File: src/rtl/video_tft_timing.sv
// TFT panel timing generator: IDLE/RUN sequencer, h/v counters, pixel request,
// and a one-stage registered output to the panel with sticky underflow detection.
module video_tft_timing #(
  parameter int unsigned H_ACTIVE = 480,
  parameter int unsigned H_FP     = 2,
  parameter int unsigned H_SYNC   = 41,
  parameter int unsigned H_BP     = 2,
  parameter int unsigned V_ACTIVE = 272,
  parameter int unsigned V_FP     = 2,
  parameter int unsigned V_SYNC   = 10,
  parameter int unsigned V_BP     = 2,
  parameter int unsigned CW       = 10
) (
  input  logic          TFTCLK,
  input  logic          Reset_n,
  input  logic          Enable,
  input  logic [15:0]   PixelData,
  input  logic          PixelValid,
  output logic          PixelReq,
  output logic [CW-1:0] PixelX,
  output logic [CW-1:0] PixelY,
  output logic          FrameStart,
  input  logic          ClearUnderflow,
  output logic          Underflow,
  output logic          TFT_HSYNC,
  output logic          TFT_VSYNC,
  output logic          TFT_DE,
  output logic [15:0]   TFT_RGB
);

  localparam int unsigned H_TOTAL = H_ACTIVE + H_FP + H_SYNC + H_BP;
  localparam int unsigned V_TOTAL = V_ACTIVE + V_FP + V_SYNC + V_BP;

  localparam logic [CW-1:0] H_LAST   = CW'(H_TOTAL - 1);
  localparam logic [CW-1:0] V_LAST   = CW'(V_TOTAL - 1);
  localparam logic [CW-1:0] H_ACT    = CW'(H_ACTIVE);
  localparam logic [CW-1:0] V_ACT    = CW'(V_ACTIVE);
  localparam logic [CW-1:0] H_SYNC_S = CW'(H_ACTIVE + H_FP);
  localparam logic [CW-1:0] H_SYNC_E = CW'(H_ACTIVE + H_FP + H_SYNC);
  localparam logic [CW-1:0] V_SYNC_S = CW'(V_ACTIVE + V_FP);
  localparam logic [CW-1:0] V_SYNC_E = CW'(V_ACTIVE + V_FP + V_SYNC);

  typedef enum logic {IDLE, RUN} state_t;

  state_t        state_q, state_d;
  logic [CW-1:0] h_q, h_d;
  logic [CW-1:0] v_q, v_d;
  logic          req;
  logic          hs0;
  logic          vs0;
  logic          fs;

  // Sequencer state and raster counters
  always_ff @(posedge TFTCLK or negedge Reset_n) begin
    if (!Reset_n) begin
      state_q <= IDLE;
      h_q     <= '0;
      v_q     <= '0;
    end else begin
      state_q <= state_d;
      h_q     <= h_d;
      v_q     <= v_d;
    end
  end

  // Next state, counter advance and stage-0 timing decode; stop only at frame end
  always_comb begin
    state_d = state_q;
    h_d     = h_q;
    v_d     = v_q;
    req     = 1'b0;
    hs0     = 1'b1;
    vs0     = 1'b1;
    fs      = 1'b0;
    case (state_q)
      IDLE: begin
        h_d = '0;
        v_d = '0;
        if (Enable) state_d = RUN;
      end
      RUN: begin
        req = (h_q < H_ACT) && (v_q < V_ACT);
        hs0 = !((h_q >= H_SYNC_S) && (h_q < H_SYNC_E));
        vs0 = !((v_q >= V_SYNC_S) && (v_q < V_SYNC_E));
        fs  = (h_q == '0) && (v_q == '0);
        if (h_q == H_LAST) begin
          h_d = '0;
          if (v_q == V_LAST) begin
            v_d = '0;
            if (!Enable) state_d = IDLE;
          end else begin
            v_d = v_q + CW'(1);
          end
        end else begin
          h_d = h_q + CW'(1);
        end
      end
      default: state_d = IDLE;
    endcase
  end

  assign PixelReq   = req;
  assign PixelX     = h_q;
  assign PixelY     = v_q;
  assign FrameStart = fs;

  // Panel output stage: syncs, DE and pixel aligned one clock after the request
  always_ff @(posedge TFTCLK or negedge Reset_n) begin
    if (!Reset_n) begin
      TFT_HSYNC <= 1'b1;
      TFT_VSYNC <= 1'b1;
      TFT_DE    <= 1'b0;
      TFT_RGB   <= 16'h0000;
    end else begin
      TFT_HSYNC <= hs0;
      TFT_VSYNC <= vs0;
      TFT_DE    <= req;
      TFT_RGB   <= (req && PixelValid) ? PixelData : 16'h0000;
    end
  end

  // Sticky underflow; a new underflow beats a simultaneous clear
  always_ff @(posedge TFTCLK or negedge Reset_n) begin
    if (!Reset_n) begin
      Underflow <= 1'b0;
    end else if (req && !PixelValid) begin
      Underflow <= 1'b1;
    end else if (ClearUnderflow) begin
      Underflow <= 1'b0;
    end
  end

endmodule

File: config.mk
export PLATFORM = sky130hd
export DESIGN_NAME = video_tft_timing
export DESIGN_NICKNAME = d
export VERILOG_FILES = /design/src/rtl/video_tft_timing.sv
export SDC_FILE = /design/constraint.sdc
export NUM_CORES = 1
export LEC_CHECK = 0
export CAP_MARGIN = 20
export CELL_PAD_IN_SITES_DETAIL_PLACEMENT = 2
export CELL_PAD_IN_SITES_GLOBAL_PLACEMENT = 2
export CORE_MARGIN = 1.5
export CORE_UTILIZATION = 25
export DETAILED_ROUTE_END_ITERATION = 16
export GPL_ROUTABILITY_DRIVEN = 0
export GPL_TIMING_DRIVEN = 0
export PLACE_DENSITY = 0.74
export SYNTH_ARGS = -nofsm -noshare
export SYNTH_HDL_FRONTEND = slang
export SYNTH_SLANG_ARGS = --single-unit
File: constraint.sdc
create_clock -name TFTCLK -period 3.29 [get_ports TFTCLK]
set_input_delay 0.329 -clock TFTCLK [delete_from_list [all_inputs] [get_ports TFTCLK]]
set_output_delay 0.329 -clock TFTCLK [all_outputs]
set_load 0.02 [all_outputs]
Yosys cells after proc, flatten, opt, wreduce, memory -nomap -nowiden
Cells that the tools add are included.
- bits in registers: 41
- input bits: 21
- output and inout bits: 42
- word-level logic and storage cells: 48
- add/subtract/negate cells: 2
- order comparisons: 6
- equal/unequal tests: 3
- multiplexer cells: 16
- bitwise operators: 1
- reduce and logical (&&, ||, !) cells: 12
- operators with widths (kind ; count):
    $pmux W10 S2 ; 2
    $lt A10 B9 Y1 const B ; 3
    $mux W10 ; 3
    $add A10 B1 Y10 const B ; 2
    $ge A10 B9 Y1 const B ; 2
    $logic_not A10 Y1 ; 2
    $mux W16 ; 1
    $eq A10 B10 Y1 const B ; 1
    $eq A10 B9 Y1 const B ; 1
    $lt A10 B10 Y1 const B ; 1
    $mux W1 ; 9
    $logic_and A1 B1 Y1 ; 6
    $logic_not A1 Y1 ; 3
    $ne A2 B1 Y1 const B ; 1
    $pmux W1 S2 ; 1
    $reduce_bool A2 Y1 ; 1
    $not A1 Y1 ; 1

Longest topological paths before layout
Gate-level depths: netlist of run 1.
- depth after elaboration: 5
- depth in mapped cells: 6
- gate-level depth less buffers: 6

Worst setup path after synthesis of run 1
No wires, ideal clock.
- kind: register to output
- start point: register h_q[5] (netlist: PixelX[5])
- end point: output FrameStart
- arrival time: 2.187 ns
- data required time: 2.961 ns
- slack: 0.774 ns
- stages on the path, launching flop included: 4
- buffers on the path: 0
- path through: dfrtp_1 or4_4 or4_1 nor4_1
- longest elaborated chain between the ends: 3
- RTL lines (what ; RTL line ; text):
    start: declaration ; 46 ; logic [CW-1:0] h_q, h_d;
    start signal: assignment ; 57 ; h_q <= '0;
    start signal: assignment ; 61 ; h_q <= h_d;
    $logic_not A10 Y1 ; 85 ; fs = (h_q == '0) && (v_q == '0);
    $logic_and A1 B1 Y1 ; 85 ;
    $mux W1 ; 75 ; case (state_q)
    end: declaration ; 22 ; output logic FrameStart,
Every way passes these cells.

Final worst setup path of run 1
Same ends and word-level chain as after synthesis.

==> results.json, run 1 <==
{
  "total_setup_violations_reported_at_the_end_of_the_flow": 0,
  "residual_antenna_violating_net_count_after_detailed_routing": 0,
  "final.min_clock_period_ns": 3.08,
  "insertion_delay_ns": 0.29,
  "timing.critical_path.slowest_stage_cell": "clkdlybuf4s50_1",
  "number_of_antenna_violations_at_the_first_check_in_global_routing": 0,
  "syn_area_sq_mm": 0.00187,
  "unrepaired_setup_endpoints_after_global_routing": "no",
  "drt_first_iter_violations": 42,
  "nFillCells": 791,
  "critPathRequiredTime_ns": 2.96,
  "worstPathCellList": "or4_4, or4_1, nor4_1, clkdlybuf4s50_1",
  "number_of_antenna_diodes": 0,
  "tightest_slew_ns": 0.856,
  "violated_checks": "hold timing",
  "cts-root-to-sink-buffers": 2,
  "cpPeakStageDelay_ns": 0.67,
  "die_ar_sq_mm": 0.00799,
  "cts-root-buf": "clkbuf_8",
  "power_frac_seq_pct": 44.5,
  "grt-busiest-layer": "met2",
  "tritoncts_num_sinks": 41,
  "number_of_iterations_in_the_first_detailed_routing_pass": 4,
  "met3_demand_to_capacity_share_in_global_routing_pct": 3.97,
  "synth_to_final_area_change_pct": 47.7,
  "share_comb_of_total_power_pct": 25.8,
  "worst_slack_ns": 0.210,
  "grt.met2_usage_pct": 26.0,
  "power_switching_uw": 435,
  "timing.hold.worst.class": "in2async",
  "synth.lib_cells_used.distinct": 37,
  "rel_slew_slack_pct": 42.2,
  "criticalPathCategory": "reg2out",
  "final_nets": 272,
  "outcome": "complete, but fails checks",
  "ff2ff_setup_slack_ns": 0.81,
  "starting_density_of_the_core_pct": 25.7,
  "synth.top_cells.by_area": "dfrtp_1, and3_1, ha_1",
  "critical_path_peak_fanout": 7,
  "finalWirelength_microns": 5410,
  "yosys-top-cells-count": "dfrtp_1, and3_1, nand2_1, nor2_1",
  "netlist.area_leader.share_pct": 52.3,
  "postSynth.asyncResetShare_pct": 100,
  "fmax_ghz": 0.325,
  "cp.arrival_ns": 2.75,
  "yosys_register_bits": 41,
  "worst_clock_skew_ns": 0.00873,
  "cts_tree": "done",
  "portBuffers": 62,
  "internal_power_uw": 986,
  "detailedPlace.worstSlack_ns": 0.368,
  "report.final.slew_viol_count": 0,
  "post_synth.cell_area_avg_sq_um": 10.7,
  "cts_hold_buf": 0,
  "rr_endpoint": "PixelY[5]",
  "gr-total-overflow": 0,
  "worst_setup_hold_path_clk_slew_ns": 0.08,
  "grt_first_pass_wirelength_microns": 8630,
  "power.clock.fraction_pct": 29.7,
  "post_syn_instances": 175,
  "synthFlopType": "dfrtp_1",
  "drive_gt1_share_pct": 7.29,
  "setup_tns_ns": 0,
  "reg2reg_depth": 4,
  "final_min_period_over_clock_period_pct": 93.6,
  "grt_start_max_net_pins": 25,
  "dp_hpwl_microns": 4030,
  "postLayoutCoreUtil_pct": 38.0,
  "endpoint_kind": "output pin",
  "synth.largest_area_cell": "dfrtp_1",
  "wl_per_cell_microns": 15.6,
  "regToRegStartpoint": "PixelX[5]",
  "stdcell_count": 346,
  "grt_pass1_vias": 1691,
  "setup.worst_path.start_class": "flip-flop",
  "cellPowerDensity_mw_per_mm2": 515,
  "cts_inserted_buffers": 5,
  "post_cts.resized_instances": 0,
  "yosysWarningCount": 0,
  "clock_tree.htree_level_count": 2,
  "yosysSeqAreaShare_pct": 55.1,
  "timing.critical_path.buf_inv": 1,
  "synth.most_common_cell": "dfrtp_1",
  "fp.coreArea_sq_mm": 0.00725,
  "max_cap_violations": 0,
  "die_w_microns": 89.4,
  "route.vias.total": 1641,
  "syn-num-nets": 201,
  "detail_route.vias_per_cell": 4.74,
  "post-place-cells": 337,
  "post-route-drc-count": 0,
  "vdd_drop_max_mv": 0.142,
  "hold_viol": 15,
  "die_h_microns": 89.4,
  "lkg_pwr_nw": 1.17,
  "grt_use_total_pct": 14.4,
  "met1_usage_pct": 16.4,
  "final.hold.worst_slack_ns": -0.00926,
  "synth_enable_flop_cells": 0,
  "io_pins": 63,
  "rows": 31,
  "switching_share_pct": 30.6,
  "crit_family": "simple AND/OR/NAND/NOR gates"
}
==> flip-flops by register name, indices dropped and copies added, names as in the netlist <==
register,flops
PixelX,10
TFT_HSYNC,1
TFT_DE,1
Underflow,1
state_q,1
TFT_VSYNC,1
TFT_RGB,16
PixelY,10
==> through the flow <==
step                area (sq um)  power (mW)
detailed placement          2630        1.01
global placement            2610       0.996
floorplan                   1870       0.815
finish                      2760        1.42
global route                2760        1.51
CTS                         2750        1.45
==> kinds of logic after synthesis <==
kind of cell,after synthesis,share of synthesized area (%)
AO/OA/AOI/OAI,23,9.12
XOR/XNOR,10,4.69
adder cells (fa/ha/maj),5,3.35
buffers and inverters,14,2.88
flip-flops,41,55.1
multiplexers,2,1.07
AND/OR/NAND/NOR,80,23.8
==> power groups by stage <==
| stage | sequential (mW) | clock (mW) | combinational, mW |
|---|---|---|---|
| 2_1_floorplan | 0.685 | 0 | 0.129 |
| 3_3_place_gp | 0.641 | 0 | 0.355 |
| 3_5_place_dp | 0.643 | 0 | 0.369 |
| 4_1_cts | 0.634 | 0.437 | 0.373 |
| 5_1_grt | 0.643 | 0.456 | 0.407 |
| 6_report | 0.632 | 0.422 | 0.367 |
==> worst max path at each step <==
stage | start | endpoint | slack (ns) | cells after the start
after floorplan | PixelX[5] | FrameStart | 0.77 | 3
after global routing | PixelX[5] | FrameStart | 0.01 | 4
after detailed placement | PixelY[6] | PixelReq | 0.37 | 4
after global placement | PixelY[6] | PixelReq | 0.38 | 4
after CTS | PixelY[6] | PixelReq | 0.04 | 4
final | PixelX[5] | FrameStart | 0.21 | 4
==> placed cells by master, fill, tap and decap left out, drive strengths merged <==
master | Yosys | layout
o21ai | 6 | 6
xor2 | 7 | 7
clkbuf | 3 | 10
nor3 | 5 | 5
mux2i | 2 | 2
o211ai | 2 | 2
clkdlybuf4s50 | 0 | 61
or2 | 2 | 2
bufinv | 0 | 1
nand2 | 11 | 11
or4 | 4 | 4
a21oi | 2 | 2
dfstp | 2 | 2
nand3b | 1 | 1
a2111oi | 1 | 1
and2 | 2 | 2
and3 | 19 | 19
nand2b | 3 | 3
ha | 5 | 5
a41oi | 1 | 1
dfrtp | 39 | 39
or3 | 3 | 3
nand3 | 10 | 10
xnor2 | 3 | 3
and4 | 1 | 1
inv | 10 | 10
a31oi | 2 | 2
a211o | 1 | 1
nor4 | 1 | 1
a32oi | 1 | 1
nor2 | 11 | 11
o31a | 1 | 1
nand4 | 6 | 6
o22ai | 4 | 4
buf | 1 | 4
nor2b | 1 | 1
o31ai | 2 | 2
==> routing by layer <==
| metal | vias up | wire length, microns |
|---|---|---|
| li1 | 764 | - |
| met1 | 825 | 2150 |
| met2 | 47 | 2890 |
| met3 | 5 | 307 |
| met4 | 0 | 69 |
| met5 | - | 0 |
==> final cells by class <==
class                   count  area (sq um)  share of cell area [%]
plain buffers               4          16.3                   0.590
clock buffers               7          86.3                    3.13
clock inverters             1          30.0                    1.09
inverters                  10          37.5                    1.36
multi-input cells         120           785                    28.4
flip-flops and latches     41          1030                    37.3
well taps                  99           124                    4.49
repair buffers             64           651                    23.6
==> what timing repair did <==
| item | in CTS | in global routing |
|---|---|---|
| setup buffers | 0 | 1 |
| endpoints found under the hold margin | 0 | 0 |
| setup endpoints to repair | 0 | 1 |
No activity file was read; power rests on OpenSTA's default activity.
==> run 2: changes to the inputs <==
CORE_MARGIN = 2   (was 1.5)
==> run 2 against run 1 <==
- the run now ends clean
- design area rose by 0.73%
- combinational power about the same
- wire length decreased by 0.72%
- largest power group unchanged
==> results.json, run 2 (synthesis gave the netlist of run 1 again) <==
{
  "number_of_antenna_diodes": 0,
  "critical_path.startpoint": "PixelX[5]",
  "portBuffers": 62,
  "outcome": "finished clean",
  "endpoint_kind": "output pin",
  "drive_gt1_share_pct": 7.66,
  "met3WireLength_microns": 262,
  "criticalPathCategory": "reg2out",
  "lkg_pwr_nw": 1.18,
  "area.sequential_sq_mm": 0.00103,
  "setup.worst_path.start_class": "flip-flop",
  "total_setup_violations_reported_at_the_end_of_the_flow": 0,
  "final.min_clock_period_ns": 3.16,
  "starting_density_of_the_core_pct": 25.7,
  "placedInstanceArea_sq_mm": 0.00263,
  "fp.coreArea_sq_mm": 0.00725,
  "timing.hold.worst.class": "in2async",
  "residual_antenna_violating_net_count_after_detailed_routing": 0,
  "dr_wl_met2_microns": 2710,
  "io_pins": 63,
  "highest_layer_used_for_signal_routing": "met4",
  "grt_first_pass_wirelength_microns": 9010,
  "dp_hpwl_microns": 3960,
  "unrepaired_setup_endpoints_after_global_routing": "no",
  "report.final.slew_viol_count": 0,
  "vdd_drop_max_mv": 0.167,
  "cts-root-to-sink-buffers": 2,
  "cts_inserted_buffers": 5,
  "layout.cells.most_common_list": "clkdlybuf4s50_1, dfrtp_1, and3_1",
  "number_of_antenna_violations_at_the_first_check_in_global_routing": 0,
  "gr-total-overflow": 0,
  "die_h_microns": 90.4,
  "fmax_ghz": 0.317,
  "critPathRequiredTime_ns": 2.96,
  "clock_tree.htree_level_count": 2,
  "regToRegStartpoint": "PixelX[5]",
  "worst_clock_skew_ns": 0.00587,
  "critical_path_peak_fanout": 7,
  "final_nets": 273,
  "rel_slew_slack_pct": 36.1,
  "synth_to_final_area_change_pct": 48.8,
  "multiInputGateArea_sq_um": 785,
  "wl_per_cell_microns": 15.5,
  "die_ar_sq_mm": 0.00817,
  "worst_setup_hold_path_clk_slew_ns": 0.08,
  "cellPowerDensity_mw_per_mm2": 534,
  "tritoncts_num_sinks": 41,
  "top_register": "TFT_RGB",
  "tightest_slew_ns": 0.951,
  "grt_use_total_pct": 13.7,
  "max_cap_violations": 0,
  "final_min_period_over_clock_period_pct": 96.0,
  "cp.arrival_ns": 2.83,
  "detail_route.vias_per_cell": 4.69,
  "finalWirelength_microns": 5370,
  "final_design_area_no_fill_sq_mm": 0.00278,
  "grt_pass1_vias": 1753,
  "hold_viol": 0,
  "drt_first_iter_violations": 24,
  "grt_start_max_net_pins": 28,
  "route.vias.total": 1628,
  "number_of_iterations_in_the_first_detailed_routing_pass": 4,
  "setup_tns_ns": 0,
  "number_of_flip_flops_under_the_largest_register_name": 16,
  "post-route-drc-count": 0,
  "cts_tree": "done",
  "rows": 31,
  "nFillCells": 804,
  "final_common_cell": "clkdlybuf4s50_1",
  "wirelength_met1_microns": 2310,
  "die_w_microns": 90.4,
  "insertion_delay_ns": 0.29,
  "cts-root-buf": "clkbuf_8"
}
==> run 2: area by class of cell <==
class | instances | area share [%]
Inverter | 10 | 1.35
Buffer | 4 | 0.586
Tap cell | 99 | 4.46
Sequential cell | 41 | 37.0
Clock inverter | 3 | 2.34
Clock buffer | 5 | 2.48
Multi-Input combinational cell | 120 | 28.2
Timing Repair Buffer | 65 | 23.5
==> run 2: metrics by stage <==
| stage | hold WS (ns) | util [%] | power, mW | std cells | worst slack, ns |
|---|---|---|---|---|---|
| 3_5_place_dp | 0.257 | 36.2 | 1.01 | 337 | 0.313 |
| 4_1_cts | 0.476 | 38.2 | 1.50 | 346 | 0.0230 |
| 6_report | 0.468 | 38.3 | 1.48 | 347 | 0.133 |
| 3_3_place_gp | 0.527 | 36.0 | 0.996 | 336 | 0.356 |
| 2_1_floorplan | 0.0334 | - | 0.815 | 175 | 0.774 |
| 5_1_grt | 0.515 | 38.3 | 1.56 | 347 | 0.0170 |
==> run 2: repair_timing <==
item,CTS,global route
buffers inserted,0,1
gates resized for setup,0,0
setup endpoints to repair,1,1
pin swaps,1,1
hold endpoints to repair,14,0
hold buffers,1,0
==> run 2: power by group <==
part           switching, mW  internal (mW)
clock network          0.182          0.302
registers             0.0764          0.555
logic                  0.185          0.182
total                  0.443           1.04
==> run 2: worst max-delay path: stages, from the launching register on <==
cell and delay (ns):
dfrtp_1 0.45, or4_4 0.57, or4_1 0.54, nor4_1 0.30
clkdlybuf4s50_1 0.68
==> run 2: path summary, 6_finish.rpt <==
kind | end | slack [ns] | depth (start not counted)
worst max-delay path | FrameStart | 0.13 | 4
worst min-delay path | TFT_RGB[10] | 0.47 | 2
worst max register to register | PixelY[5] | 0.67 | 4
worst min register to register | PixelX[0] | 0.53 | 1
max in group asynchronous | TFT_HSYNC | 2.28 | 3
min in group TFTCLK | PixelX[0] | 0.53 | 1
==> run 2: routing by layer <==
layer	up-vias	GRT usage (%)
met2	46	24.0
met3	7	3.42
met5	-	0
met1	810	16.2
met4	0	4.87
li1	765	-
